<file path="src/rtl/ps2_rx_if.sv">
// Bundle of PS/2 receiver bus lines and result signals shared by the
// receiver (slave) and whatever drives the raw lines (master).
interface ps2_rx_if;
  logic       rx_en_i;
  logic       ps2d_i;
  logic       ps2c_i;
  logic [7:0] rx_data_o;
  logic       rx_done_tick_o;
  logic       rx_err_tick_o;
  logic       rx_idle_o;

  modport master (
    output rx_en_i, ps2d_i, ps2c_i,
    input  rx_data_o, rx_done_tick_o, rx_err_tick_o, rx_idle_o
  );

  modport slave (
    input  rx_en_i, ps2d_i, ps2c_i,
    output rx_data_o, rx_done_tick_o, rx_err_tick_o, rx_idle_o
  );
endinterface

</file>
<file path="src/rtl/ps2_rx.sv">
// PS/2 serial receiver: synchronised and glitch-filtered clock, 11-bit
// frame capture with odd parity / stop check and an inter-edge timeout.
module ps2_rx #(
  parameter int FILTER_LEN     = 8,
  parameter int TIMEOUT_CYCLES = 5000
) (
  input  logic     clk_i,
  input  logic     reset_i,
  ps2_rx_if.slave  bus
);

  localparam int TW = (TIMEOUT_CYCLES > 2) ? $clog2(TIMEOUT_CYCLES) : 1;
  localparam logic [TW-1:0] TMO_LAST = TW'(TIMEOUT_CYCLES - 1);
  localparam logic [TW-1:0] TMO_WARN = TW'(TIMEOUT_CYCLES - 2);
  localparam logic [TW-1:0] TMO_ONE  = TW'(1);
  localparam logic [FILTER_LEN-1:0] FILT_ONES  = {FILTER_LEN{1'b1}};
  localparam logic [FILTER_LEN-1:0] FILT_ZEROS = {FILTER_LEN{1'b0}};

  typedef enum logic [1:0] {
    IDLE  = 2'd0,
    DATA  = 2'd1,
    CHECK = 2'd2
  } state_t;

  // Frame is {stop, parity, d7..d0}; valid when stop is high and parity is odd.
  function automatic logic frame_ok(input logic [9:0] f);
    return f[9] & (^f[8:0]);
  endfunction

  logic [1:0]            c_sync_r;
  logic [1:0]            d_sync_r;
  logic [FILTER_LEN-1:0] filt_shift_r;
  logic                  filt_r;
  logic                  fall_s;

  state_t                state_r, state_s;
  logic [3:0]            bit_cnt_r, bit_cnt_s;
  logic [TW-1:0]         tmo_r, tmo_s;
  logic [9:0]            frame_r, frame_s;
  logic [7:0]            data_r, data_s;
  logic                  done_r, done_s;
  logic                  err_r, err_s;

  // Two-flop synchronisers for both raw lines; idle bus level is high.
  always_ff @(posedge clk_i or negedge reset_i) begin
    if (!reset_i) begin
      c_sync_r <= 2'b11;
      d_sync_r <= 2'b11;
    end else begin
      c_sync_r <= {c_sync_r[0], bus.ps2c_i};
      d_sync_r <= {d_sync_r[0], bus.ps2d_i};
    end
  end

  // Level filter: the clock only changes after FILTER_LEN agreeing samples.
  always_ff @(posedge clk_i or negedge reset_i) begin
    if (!reset_i) begin
      filt_shift_r <= FILT_ONES;
      filt_r       <= 1'b1;
    end else begin
      filt_shift_r <= {filt_shift_r[FILTER_LEN-2:0], c_sync_r[1]};
      if (filt_shift_r == FILT_ONES) begin
        filt_r <= 1'b1;
      end else if (filt_shift_r == FILT_ZEROS) begin
        filt_r <= 1'b0;
      end else begin
        filt_r <= filt_r;
      end
    end
  end

  assign fall_s = filt_r & (filt_shift_r == FILT_ZEROS);

  // Receiver state, counters, frame shifter and registered result outputs.
  always_ff @(posedge clk_i or negedge reset_i) begin
    if (!reset_i) begin
      state_r   <= IDLE;
      bit_cnt_r <= 4'd0;
      tmo_r     <= {TW{1'b0}};
      frame_r   <= 10'd0;
      data_r    <= 8'h00;
      done_r    <= 1'b0;
      err_r     <= 1'b0;
    end else begin
      state_r   <= state_s;
      bit_cnt_r <= bit_cnt_s;
      tmo_r     <= tmo_s;
      frame_r   <= frame_s;
      data_r    <= data_s;
      done_r    <= done_s;
      err_r     <= err_s;
    end
  end

  // Next-state decode; tick registers are loaded on entry to the cycle
  // in which they must be visible (CHECK, or the timeout exit cycle).
  always_comb begin
    state_s   = state_r;
    bit_cnt_s = bit_cnt_r;
    tmo_s     = tmo_r;
    frame_s   = frame_r;
    data_s    = data_r;
    done_s    = 1'b0;
    err_s     = 1'b0;
    case (state_r)
      IDLE: begin
        if (bus.rx_en_i && fall_s && !d_sync_r[1]) begin
          state_s   = DATA;
          bit_cnt_s = 4'd9;
          tmo_s     = {TW{1'b0}};
        end else begin
          state_s = IDLE;
        end
      end
      DATA: begin
        if (!bus.rx_en_i) begin
          state_s = IDLE;
          tmo_s   = {TW{1'b0}};
        end else if (tmo_r == TMO_LAST) begin
          state_s = IDLE;
          tmo_s   = {TW{1'b0}};
        end else if (fall_s) begin
          frame_s = {d_sync_r[1], frame_r[9:1]};
          tmo_s   = {TW{1'b0}};
          if (bit_cnt_r == 4'd0) begin
            state_s   = CHECK;
            bit_cnt_s = 4'd0;
            if (frame_ok(frame_s)) begin
              done_s = 1'b1;
              data_s = frame_s[7:0];
            end else begin
              err_s = 1'b1;
            end
          end else begin
            state_s   = DATA;
            bit_cnt_s = bit_cnt_r - 4'd1;
          end
        end else begin
          tmo_s = tmo_r + TMO_ONE;
          // The error pulse must coincide with the cycle the counter hits its limit.
          if (tmo_r == TMO_WARN) begin
            err_s = 1'b1;
          end else begin
            err_s = 1'b0;
          end
        end
      end
      CHECK: begin
        state_s = IDLE;
      end
      default: begin
        state_s   = IDLE;
        bit_cnt_s = 4'd0;
        tmo_s     = {TW{1'b0}};
      end
    endcase
  end

  assign bus.rx_data_o      = data_r;
  assign bus.rx_done_tick_o = done_r;
  assign bus.rx_err_tick_o  = err_r;
  assign bus.rx_idle_o      = (state_r == IDLE);

endmodule

</file>
<file path="src/flat_wrapper.sv">
// flat-port wrapper written by rule: the top's interface ports become plain ports
module ps2_rx_flat 
#(
  parameter int FILTER_LEN     = 8,
  parameter int TIMEOUT_CYCLES = 5000
)
  (clk_i, reset_i, bus_rx_en_i, bus_ps2d_i, bus_ps2c_i, bus_rx_data_o, bus_rx_done_tick_o, bus_rx_err_tick_o, bus_rx_idle_o);
  ps2_rx_if bus_i ();
  input  logic clk_i;
  input  logic reset_i;
  input wire logic [$bits(bus_i.rx_en_i)-1:0] bus_rx_en_i;
  input wire logic [$bits(bus_i.ps2d_i)-1:0] bus_ps2d_i;
  input wire logic [$bits(bus_i.ps2c_i)-1:0] bus_ps2c_i;
  output wire logic [$bits(bus_i.rx_data_o)-1:0] bus_rx_data_o;
  output wire logic [$bits(bus_i.rx_done_tick_o)-1:0] bus_rx_done_tick_o;
  output wire logic [$bits(bus_i.rx_err_tick_o)-1:0] bus_rx_err_tick_o;
  output wire logic [$bits(bus_i.rx_idle_o)-1:0] bus_rx_idle_o;
  assign bus_i.rx_en_i = bus_rx_en_i;
  assign bus_i.ps2d_i = bus_ps2d_i;
  assign bus_i.ps2c_i = bus_ps2c_i;
  assign bus_rx_data_o = bus_i.rx_data_o;
  assign bus_rx_done_tick_o = bus_i.rx_done_tick_o;
  assign bus_rx_err_tick_o = bus_i.rx_err_tick_o;
  assign bus_rx_idle_o = bus_i.rx_idle_o;
  ps2_rx #(.FILTER_LEN(FILTER_LEN), .TIMEOUT_CYCLES(TIMEOUT_CYCLES)) u_core (.clk_i(clk_i), .reset_i(reset_i), .bus(bus_i));
endmodule
</file>
<file path="config.mk">
export PLATFORM = sky130hd
export DESIGN_NAME = ps2_rx_flat
export DESIGN_NICKNAME = d
export VERILOG_FILES = /design/src/rtl/ps2_rx_if.sv /design/src/rtl/ps2_rx.sv /design/src/flat_wrapper.sv
export SDC_FILE = /design/constraint.sdc
export NUM_CORES = 1
export LEC_CHECK = 0
export ABC_AREA = 1
export CORE_MARGIN = 3
export CORE_UTILIZATION = 59
export DETAILED_ROUTE_END_ITERATION = 6
export GPL_ROUTABILITY_DRIVEN = 0
export HOLD_SLACK_MARGIN = 0.08
export PLACE_DENSITY = 0.9
export SLEW_MARGIN = 10
export SYNTH_ARGS = -nofsm -noshare
export SYNTH_HDL_FRONTEND = slang
export SYNTH_SLANG_ARGS = --single-unit
export TNS_END_PERCENT = 5
</file>
<file path="constraint.sdc">
create_clock -name clk_i -period 1.72 [get_ports clk_i]
set_input_delay 0.258 -clock clk_i [delete_from_list [all_inputs] [get_ports clk_i]]
set_output_delay 0.258 -clock clk_i [all_outputs]
set_load 0.005 [all_outputs]
</file>
==> Word level (Yosys, flattened, before mapping) <==
Cells that the tools add are included.
{ "word_totals": {"reg_bits": 52, "inputBits": 5, "output_inout_bits": 11} }
{ "op_classes": {"n_addsub": 2, "n_eq_ne": 10, "mux": 32, "bitwise": 4, "reduce_logical": 12} }
{ "op_table": {"columns": ["cell", "count"], "rows": [
  ["$mux W13", 4],
  ["$pmux W13 S3", 1],
  ["$eq A13 B13 Y1 const B", 2],
  ["$mux W4", 5],
  ["$mux W1", 16],
  ["$add A13 B1 Y13 const B", 1],
  ["$pmux W4 S3", 1],
  ["$reduce_xor A9 Y1", 1],
  ["$eq A8 B8 Y1 const B", 1],
  ["$logic_not A8 Y1", 1],
  ["$mux W2", 4],
  ["$reduce_and A6 Y1", 1],
  ["$reduce_and A5 Y1", 1],
  ["$logic_not A4 Y1", 1],
  ["$ne A2 B1 Y1 const B", 2],
  ["$ne A2 B2 Y1 const B", 2],
  ["$ne A4 B2 Y1 const B", 1],
  ["$pmux W2 S2", 1],
  ["$reduce_and A4 Y1", 1],
  ["$sub A4 B1 Y4 const B", 1],
  ["$and A1 B1 Y1", 2],
  ["$eq A2 B1 Y1 const B", 1],
  ["$eq A2 B2 Y1 const B", 1],
  ["$logic_and A1 B1 Y1", 2],
  ["other kinds (5)", 6]
]} }

==> Depth between registers and ports, before layout <==
Gate-level depths: netlist of the first run.
{ "depth": {"ltp_word": 8, "depth_mapped": 12, "depth_no_buf": 12} }

==> Worst setup path after synthesis of the first run <==
Ideal clock, no wire load.
{ "synth_path": {"path_kind": "reg2reg", "from": "reg u_core.tmo_r[0]", "to": "reg u_core.bit_cnt_r[3]", "setup_time_ps": 123, "t_arrival_ps": 1441, "required_time_ps": 1597, "slack_ps": 156, "path_stages_with_launch": 10, "n_path_buf": 0, "period_less_slack_ps": 1564, "path_cell_list": "dfrtp_1 > ha_1 > nand3_1 > nor2_1 > nand2_1 > nand2_4 > o21ai_0 > nand2_2 > nand2_1 > o21ai_1"} }
{ "synth_between": {"elab_chain_cells": 3} }
{ "synth_rtl": {"columns": ["item", "line_no", "rtl"], "rows": [
  ["start, declared", "ps2_rx.sv:38", "logic [TW-1:0] tmo_r, tmo_s;"],
  ["start signal, assigned", "ps2_rx.sv:79", "tmo_r <= {TW{1'b0}};"],
  ["start signal, assigned", "ps2_rx.sv:87", "tmo_r <= tmo_s;"],
  ["$eq A13 B13 Y1", "ps2_rx.sv:119", "end else if (tmo_r == TMO_LAST) begin"],
  ["$ne A2 B2 Y1 (no line)", null, null],
  ["$reduce_and A5 Y1 (no line)", null, null],
  ["end signal, assigned", "ps2_rx.sv:86", "bit_cnt_r <= bit_cnt_s;"],
  ["end, declared", "ps2_rx.sv:37", "logic [3:0] bit_cnt_r, bit_cnt_s;"]
]} }
Every way passes these cells.
A chain may end at the register's enable or synchronous reset.

==> Worst setup path after layout of the first run <==
{ "layout_path": {"from": "reg u_core.state_r[0]", "to": "out bus_rx_idle_o"} }
{ "layout_between": {"elab_chain_cells": 1} }
{ "layout_rtl": {"columns": ["item", "line_no", "rtl"], "rows": [
  ["start, declared", "ps2_rx.sv:36", "state_t state_r, state_s;"],
  ["start signal, assigned", "ps2_rx.sv:85", "state_r <= state_s;"],
  ["$logic_not A2 Y1", "ps2_rx.sv:162", "assign bus.rx_idle_o = (state_r == IDLE);"],
  ["end, declared", "flat_wrapper.sv:17", "output wire logic [$bits(bus_i.rx_idle_o)-1:0] bus_rx_idle_o;"]
]} }
Every way passes these cells.

==> impl_results.md, run 1 <==
- Run status: completed
- H-tree depth: 2
- CP startpoint: u_core.state_r[0]
- RSZ-0062 raised after global routing: yes
- Max IR drop VDD: 0.530 mV
- Final Hold Vio Count: 0
- Critical Path Source Type: register
- DR vias/cell: 5.41
- Post-synth ARST share: 100%
- Final Setup Violations: 0
- P&R area growth vs syn: 18.2%
- Fmax: 597 MHz
- Compound-gate portion of the synthesized area: 5.32%
- Most common cell after layout, fill and taps aside: nand2_1
- # diodes: 0
- Slowest stage delay, CP: 0.51 ns
- Post-Layout Inst Area: 3030 um^2
- Skew-Pair Late Insertion Delay: 0.30 ns
- Critical Path RT: 1.46 ns
- Post-synth EDFFs: 0
- Largest family of logic cells by synthesized area: simple AND/OR/NAND/NOR gates
- Core Box Area: 4090 um^2
- Crit path DAT: 1.42 ns
- Port bufs: 15
- Initial Util: 62.8%
- Post-Syn Nets: 310
- Synth Warn #: 0
- Worst-Margin Slew: 0.479 ns
- Synth Instances: 301
- Nets: 345
- Worst Setup End Kind: primary output
- Synth area leaders: dfrtp_1, dfstp_2, nand2_1
- Synth area leader: dfrtp_1
- Largest net degree at the start of global routing: 32
- DP Area: 2860 um^2
- Largest delay share family, worst path: buffers and inverters
- WP buf/inv: 1
- Vias in the first global route: 1981
- Clk slew on worst S/H paths: 0.09 ns
- Num CTS Buffers: 5
- Power Dens Cells: 704 nW/um^2
- Vias after detailed routing: 2093
- Leak pwr: 1.46 nW
- Total power: 2.13 mW
- Post-Synth Simple-Gate Area: 33.4%
- CTS root buf: clkbuf_8
- GR Util All Layers: 21.5%
- DRC: 0
- Max Slew Vio Count: 0
- Final Cycle Share: 97.4%
- CP Class: register to primary output
- Share of the yosys chip area belonging to registers: 50.4%
- Iteration count of the initial detailed-routing pass: 4
- Met2 Use GR: 36.2%
- Die area: 5170 um^2
- Initial antenna violation count: 0
- Post-Synth Adder-Cell Area: 1.95%
- DR iter-0 viols: 188
- Crit Reg-Reg Startpoint: u_core.tmo_r[0]
- Met1 Use GR: 28.4%
- Worst rel slew slack: 68.1%
- Remaining Overflow, GRT: 0
- Layout Skew: 0.00938 ns
- CTS tree: done
- I/O Pins: 16
- WL final: 5200 um
- Met3 usage: 4.57%
- Die Ht: 71.9 um
- Top FF cell, synth: dfrtp_1
- Mapped Avg Cell Area: 8.52 um^2
- Max clock buf depth: 2
- CP Cell Sequence: nor2_4 -> clkdlybuf4s50_1
- Die Width: 71.9 um
- Clock sink count: 51
- HPWL after DPL: 3710 um
- Most Used Layer, Global Route: met2
- Layout cells sized above 1: 19.3%
- Yosys top cell area share: 37.1%
- Post-layout min period: 1.68 ns
- Netlist cell types: 30
- Synth Area in XOR/XNOR: 2.39%
- ANT nets after route: 0
- Area of the mapped netlist: 2560 um^2
- Row Count: 23
- Setup TNS: 0 ns
- Most frequent cells in the layout: nand2_1, dfrtp_1, nor2_1
- Origin of the worst min-delay path: bus_ps2d_i
- CP max-delay cell: clkdlybuf4s50_1
- #FFs+latches synth: 51
- Global-route wire length before repair: 8710 um
- Routed WL per cell: 13.4 um
- Worst hold path class: input port to register
- Worst-path maximum fanout: 4
- Max Cap Violations: 0
- Post-synthesis mux area share: 0%
[cell type report]
| type | count | area, um^2 |
|---|---|---|
| Timing Repair Buffer | 32 | 304 |
| Sequential cell | 51 | 1290 |
| Clock inverter | 2 | 37.5 |
| Multi-Input combinational cell | 213 | 1130 |
| Inverter | 33 | 129 |
| Fill cell | 285 | 1050 |
| Clock buffer | 6 | 72.6 |
| Tap cell | 50 | 62.6 |
[path summary, 6_finish.rpt]
| kind | endpoint | slack (ns) | cells past startpoint |
|---|---|---|---|
| setup / recovery | bus_rx_idle_o | 0.04 | 2 |
| hold / removal | u_core.d_sync_r[0] | 0.36 | 1 |
| setup reg to reg | u_core.bus.rx_data_o[7] | 0.08 | 9 |
| hold reg to reg | u_core.c_sync_r[1] | 0.36 | 0 |
| max in group asynchronous | u_core.d_sync_r[0] | 0.68 | 3 |
| min in group asynchronous | u_core.tmo_r[6] | 0.45 | 2 |
[where the power goes]
group | internal, mW | switching, mW
clock | 0.434 | 0.381
sequential | 1.23 | 0.0163
combinational | 0.0256 | 0.0455
[worst reg2reg max path: stages (launching register included)]
cell	delay [ns]
dfrtp_1	0.39
ha_2	0.20
nand3_1	0.09
nor2_1	0.07
nand2_2	0.09
nand2_4	0.08
nor3_4	0.29
nand3_4	0.16
nand2_1	0.11
nand2_1	0.06
[cells by family (layout without fill, tap and decap cells)]
| family | count (synthesis) | in the layout |
|---|---|---|
| simple gates | 176 | 176 |
| compound gates | 26 | 26 |
| xor+xnor | 7 | 7 |
| flops | 51 | 51 |
| buf+inv | 37 | 73 |
| fa+ha+maj | 4 | 4 |
[routing by layer]
| layer | wire [um] | share of wire, % | up-vias |
|---|---|---|---|
| met4 | 38 | 0.73 | 0 |
| met5 | 0 | 0 | - |
| met1 | 2310 | 44 | 985 |
| met3 | 242 | 4.7 | 4 |
| li1 | - | - | 1038 |
| met2 | 2610 | 50 | 66 |
[flip-flops by register name, indices dropped and copies added, names as in the netlist]
register and count:
u_core.d_sync_r 2, u_core.bus.rx_err_tick_o 1, u_core.bus.rx_data_o 8, u_core.state_r 2, u_core.filt_r 1, u_core.c_sync_r 2, u_core.frame_r 9, u_core.tmo_r 13
u_core.bus.rx_done_tick_o 1, u_core.bit_cnt_r 4, u_core.filt_shift_r 8
[synthesized netlist by cell type (3+ instances only)]
cell type,instances
inv_2,3
nand4_1,13
ha_1,4
nand2_2,6
o21ai_1,4
nor2_2,3
xor2_1,5
nor2_1,32
dfrtp_1,38
nor3_1,6
dfstp_2,13
nand3_1,19
o21ai_0,17
nand2_1,84
buf_6,3
inv_1,29
nand2_4,4
[timing repair]
item                                    4_1_cts  5_1_grt
pin swaps                                     0        1
gates resized for setup                       1        8
setup buffers                                 0        2
endpoints found under the hold margin        10        0
endpoints found under the setup margin        1       20
hold buffers                                  1        0
[per-stage QoR]
stage          util [%]  instances  hold WS [ns]  setup WS (ns)
3_5_place_dp       70.1        376         0.247        -0.0154
2_1_floorplan         -        301       -0.0376          0.156
3_3_place_gp       70.1        376         0.228         0.0173
5_1_grt            74.2        387         0.345        -0.0685
4_1_cts            73.1        385         0.349         0.0107
6_report           74.2        387         0.357         0.0448
Note: power is estimated with default switching activity, not from simulation.
==> run 2: changes to the inputs <==
--- a/config.mk
+++ b/config.mk
@@ -6,6 +6,7 @@
 export NUM_CORES = 1
 export LEC_CHECK = 0
 export ABC_AREA = 1
+export CORE_ASPECT_RATIO = 1.25
 export CORE_MARGIN = 3
 export CORE_UTILIZATION = 59
 export DETAILED_ROUTE_END_ITERATION = 6
==> impl_results.md, run 2 (synthesis gave the netlist of run 1 again) <==
- DR iter-0 viols: 152
- Vias in the first global route: 2054
- CTS root buf: clkbuf_8
- Dpl cells: 379
- Switch Pwr: 464 uW
- Largest net degree at the start of global routing: 52
- DRC: 0
- Nets: 340
- Met2 Use GR: 38.6%
- Met3 usage: 4.65%
- I/O Pins: 16
- Core Box Area: 4130 um^2
- Most Used Layer, Global Route: met2
- Post-layout min period: 1.66 ns
- Clock sink count: 51
- Biggest regs: u_core.tmo_r: 13 flops, u_core.frame_r: 9 flops
- Worst-Margin Slew: 0.339 ns
- CP max-delay cell: clkdlybuf4s50_1
- CP Class: register to primary output
- Most common cell after layout, fill and taps aside: nand2_1
- Post-Layout Inst Area: 2980 um^2
- Max IR drop VDD: 0.735 mV
- ANT nets after route: 0
- DP Area: 2850 um^2
- Final Cycle Share: 96.2%
- Routed WL per cell: 13.4 um
- Die Ht: 79.7 um
- HPWL after DPL: 3720 um
- Vias after detailed routing: 2079
- Worst hold path class: input port to register
- Comb power frac: 3.4%
- Iteration count of the initial detailed-routing pass: 4
- Most frequent cells in the layout: nand2_1, dfrtp_1, nor2_1
- Die area: 5180 um^2
- Final Hold Vio Count: 0
- Initial Util: 62.1%
- Crit path DAT: 1.40 ns
- Layout Skew: 0.00541 ns
- Max Slew Vio Count: 0
- Max reg flops: 13
- Layout cells sized above 1: 18.4%
- Slowest stage delay, CP: 0.51 ns
- Max Cap Violations: 0
- Largest delay share family, worst path: buffers and inverters
- Fill cells: 316
- Clk slew on worst S/H paths: 0.09 ns
- P&R area growth vs syn: 16.0%
- Row Count: 26
- Initial antenna violation count: 0
- Worst-path maximum fanout: 4
- Final Setup Violations: 0
- DR vias/cell: 5.36
- Die Width: 65.0 um
- # diodes: 0
- Fmax: 604 MHz
- GR Util All Layers: 23.2%
- RSZ-0062 raised after global routing: yes
- WL final: 5190 um
- Global-route wire length before repair: 9180 um
- CP Cell Sequence: nor2_2 -> clkdlybuf4s50_1
- Leak pwr: 1.43 nW
- Run status: completed
- Critical Path Source Type: register
- Fin cells: 388
- Max clock buf depth: 2
- Switching share of total power: 23.1%
- Cell internal pwr: 1.54 mW
- Power Dens Cells: 673 nW/um^2
- Critical Path RT: 1.46 ns
- WP buf/inv: 1
- Setup bufs post-CTS: 0
- CTS tree: done
- Port bufs: 15
- Clock share of power: 34.4%
- Skew-Pair Late Insertion Delay: 0.31 ns
- Setup TNS: 0 ns
- Flop pwr share: 62.2%
- H-tree depth: 2
- Worst Setup End Kind: primary output
- Worst rel slew slack: 77.2%
- Met1 Use GR: 29.1%
- Num CTS Buffers: 5
- Reg with most FFs: u_core.tmo_r
- Util after Layout: 72.0%
- Remaining Overflow, GRT: 0
==> run 2: power groups by stage <==
stage / Sequential, mW / Clock [mW] / Combinational (mW)
after global routing: 1.25 / 0.747 / 0.0781
final: 1.25 / 0.689 / 0.0688
after CTS: 1.25 / 0.710 / 0.0706
after global placement: 1.27 / 0 / 0.0666
after detailed placement: 1.27 / 0 / 0.0687
after floorplan: 1.27 / 0 / 0.0215
==> run 2: layout make-up <==
class / instances / area, um^2 / share of cell area, %
clock buffers: 5 / 68.8 / 2.31
clock inverters: 3 / 17.5 / 0.588
inverters: 33 / 129 / 4.33
multi-input cells: 213 / 1130 / 38.1
flip-flops and latches: 51 / 1290 / 43.5
well taps: 56 / 70.1 / 2.35
repair buffers: 27 / 263 / 8.83
==> run 2: worst reg2reg max path, cell delays in order (launching register included) <==
cell and delay, ns:
dfrtp_1 0.44, nor2_1 0.17, nand2_1 0.09, nor2_1 0.15
nand2_2 0.11, nand2_4 0.13, nor2_2 0.06, nand2_1 0.08
nand2_2 0.11, and3_1 0.18
==> run 2: final timing paths <==
path | from | to | slack (ns) | cells after the start
worst max-delay path | u_core.state_r[1] | bus_rx_idle_o | 0.06 | 2
worst min-delay path | bus_ps2c_i | u_core.c_sync_r[0] | 0.35 | 1
worst max register to register | u_core.tmo_r[5] | u_core.tmo_r[5] | 0.11 | 9
worst min register to register | u_core.c_sync_r[1] | u_core.filt_shift_r[0] | 0.36 | 0
max in group asynchronous | reset_i | u_core.filt_r | 0.98 | 3
min in group asynchronous | reset_i | u_core.tmo_r[11] | 0.46 | 3
==> run 2: per-layer routing <==
layer | part of all wire (%) | wire length (um)
met5 | 0 | 0
met4 | 2.1 | 111
met3 | 3.2 | 168
met2 | 51 | 2650
met1 | 44 | 2260
==> run 2: what timing repair did <==
item | CTS | global route
resized for setup | 1 | 7
endpoints found under the hold margin | 38 | 0
setup endpoints to repair | 1 | 20
hold buffers | 1 | 0
==> run 2: metrics by stage <==
stage | hold slack [ns] | setup WS, ns | total power, mW
6_report | 0.346 | 0.0647 | 2.00
5_1_grt | 0.332 | -0.0564 | 2.07
2_1_floorplan | -0.0376 | 0.156 | 1.29
3_5_place_dp | 0.268 | 0.0187 | 1.34
4_1_cts | 0.335 | 0.00429 | 2.03
3_3_place_gp | 0.265 | 0.0717 | 1.33
==> RTL change, RTL diff (flow settings as in run 1) <==
`FILTER_LEN` is set to 8 in 2 places; all go to 16.
--- a/src/rtl/ps2_rx.sv
+++ b/src/rtl/ps2_rx.sv
@@ -1,7 +1,7 @@
 // PS/2 serial receiver: synchronised and glitch-filtered clock, 11-bit
 // frame capture with odd parity / stop check and an inter-edge timeout.
 module ps2_rx #(
-  parameter int FILTER_LEN     = 8,
+  parameter int FILTER_LEN     = 16,
   parameter int TIMEOUT_CYCLES = 5000
 ) (
   input  logic     clk_i,
--- a/src/flat_wrapper.sv
+++ b/src/flat_wrapper.sv
@@ -1,7 +1,7 @@
 // flat-port wrapper written by rule: the top's interface ports become plain ports
 module ps2_rx_flat 
 #(
-  parameter int FILTER_LEN     = 8,
+  parameter int FILTER_LEN     = 16,
   parameter int TIMEOUT_CYCLES = 5000
 )
   (clk_i, reset_i, bus_rx_en_i, bus_ps2d_i, bus_ps2c_i, bus_rx_data_o, bus_rx_done_tick_o, bus_rx_err_tick_o, bus_rx_idle_o);
Check against the original RTL: same outputs for any inputs over 10 cycles, from zero or initial values and one cycle with reset_i low; that may be too few to reach the edited logic, so the function may still have changed.
==> RTL change against run 1 <==
Sequential cell count up 8; final area rose by 15%; wire length increased by 33%; via count increased by 19%; fmax about the same; combinational power fell by 16%; setup slack better by 1.0 ps; total power grew 40%; area after synthesis grew 10%; sequential power is 17% higher; count of clock-buffer cells in the layout increased by 5; first-iteration DRC count is 30% higher.
==> RTL change: results (changes against run 1) <==
Synth
  – Synth top cells by count: nand2_1, dfrtp_1, nor2_1 (unchanged)
  – Main synth FF type: dfrtp_1 (unchanged)
  – Seq/Total Area, Yosys: 53.09% (was 50.39%)
  – Synth area leaders: dfrtp_1, dfstp_2, nand2_1 (unchanged)
  – Syn Nets: 336 (was 310)
  – Post-synth cell types: 29 (was 30)

Placed design
  – Post-DP HPWL: 4470 um (was 3708 um)
  – Cell area after placement: 3147 um^2 (was 2864 um^2)

Timing
  – Slew @ Worst Pin: 370.4 ps (was 479.2 ps)
  – Fin Clk Skew: 8.373 ps (was 9.380 ps)

Drt
  – Met2 wire length: 3475 um (was 2614 um)
  – Drt total wl: 6901 um (was 5204 um)
  – Initial DRT Pass Iterations: 5 (was 4)
  – Vias/cell: 5.804 (was 5.408)
  – Met3 wire length: 499 um (was 242 um)
  – 1st-iter DRT viols: 245 (was 188)
  – Met1 Wirelength: 2778 um (was 2308 um)

Outcome
  – Status: finished, final reports clean (unchanged)

Critical path
  – Crit path DAT: 1900 ps (was 1420 ps)
  – Critical Path Fanout Max: 5 (was 4)
  – Slowest stage delay, CP: 410 ps (was 510 ps)
  – Max stage delay cell, worst path: dfrtp_1 (was clkdlybuf4s50_1)

Clocking
  – CTS Root Cell: clkbuf_8 (unchanged)
  – Total CTS buffers: 9 (was 5)
  – Clk_lat worst skew: 340 ps (was 300 ps)
  – Clock transition at path regs: 70 ps (was 90 ps)
  – H-tree depth: 3 (was 2)

GRT
  – GRT Util Overall: 26.22% (was 21.48%)
  – First-pass GRT wire length: 11,050 um (was 8707 um)
  – Largest net degree at the start of global routing: 60 (was 32)
  – Vias in the first global route: 2,398 (was 1,981)

Pwr
  – Lkg Pwr: 0.001648 uW (was 0.001456 uW)
  – Maximum vdd drop: 0.0008490 V (was 0.0005299 V)

Layout
  – Layout cells sized above 1: 22.07% (was 19.29%)
  – Post-layout nets: 380 (was 345)
  – Biggest regs: u_core.filt_shift_r: 16 flops, u_core.tmo_r: 13 flops, u_core.frame_r: 9 flops (was u_core.tmo_r: 13 flops, u_core.frame_r: 9 flops)
  – Filler cell count: 280 (was 285)
==> RTL change: final cells by class <==
cell class                      count  area [um^2]  share of cell area, %
Sequential cell                    59         1504                  43.18
Tap cell                           52        65.06                  1.868
Clock buffer                       11        151.4                  4.346
Inverter                           33        123.9                  3.556
Timing Repair Buffer               38        339.1                  9.734
Clock inverter                      5        83.83                  2.407
Multi-Input combinational cell    230         1216                  34.91
==> RTL change: worst max-delay path: cells and delay by family (launching register included) <==
kind	cells	cell delay (ps)
simple gates	8	930
flops	1	410
fa+ha+maj	1	220
==> RTL change: kinds of logic after synthesis <==
logic type / after synthesis / synth area share, %
fa+ha+maj: 4 / 1.768
buf+inv: 39 / 5.836
simple gates: 187 / 30.90
compound gates: 29 / 5.615
xor+xnor: 9 / 2.785
flops: 59 / 53.09
==> RTL change: per-layer routing <==
metal	global-route usage (%)	vias to the layer above
met5	0	-
li1	-	1161
met4	12.04	0
met2	42.46	122
met3	7.610	21
met1	32.63	1180
==> RTL change: where the power goes <==
group          internal (uW)  switching (uW)
Sequential              1430            23.7
Clock                    899             578
Combinational           19.9            39.6
Total                   2350             641
==> RTL change: per-stage QoR <==
step | setup WS, ps | std cells | hold WS [ps] | util [%]
floorplan | 202.3 | 327 | -37.59 | -
global placement | 99.56 | 406 | 279.1 | 69.86
detailed placement | -15.94 | 406 | 282.0 | 69.86
CTS | -26.42 | 424 | 313.8 | 75.53
global route | -43.57 | 428 | 325.9 | 77.33
finish | 45.86 | 428 | 325.2 | 77.33
==> RTL change: repair_timing <==
action | CTS | global route
gates resized for setup | 2 | 13
pin swaps | 1 | 5
setup buffers | 0 | 4
gates cloned | 1 | 0
hold buffers | 1 | 0
endpoints found under the hold margin | 38 | 0
endpoints found under the setup margin | 9 | 36
==> RTL change: final timing paths <==
check / start / end / slack [ps] / depth (start not counted)
worst max register to register: u_core.tmo_r[1] / u_core.bus.rx_data_o[5] / 50 / 9
max in group asynchronous: reset_i / u_core.d_sync_r[1] / 960 / 3
worst min-delay path: bus_ps2c_i / u_core.c_sync_r[0] / 330 / 1
worst min register to register: u_core.c_sync_r[0] / u_core.c_sync_r[1] / 360 / 0
min in group asynchronous: reset_i / u_core.tmo_r[7] / 450 / 3
worst max-delay path: u_core.tmo_r[1] / u_core.bus.rx_data_o[5] / 50 / 9
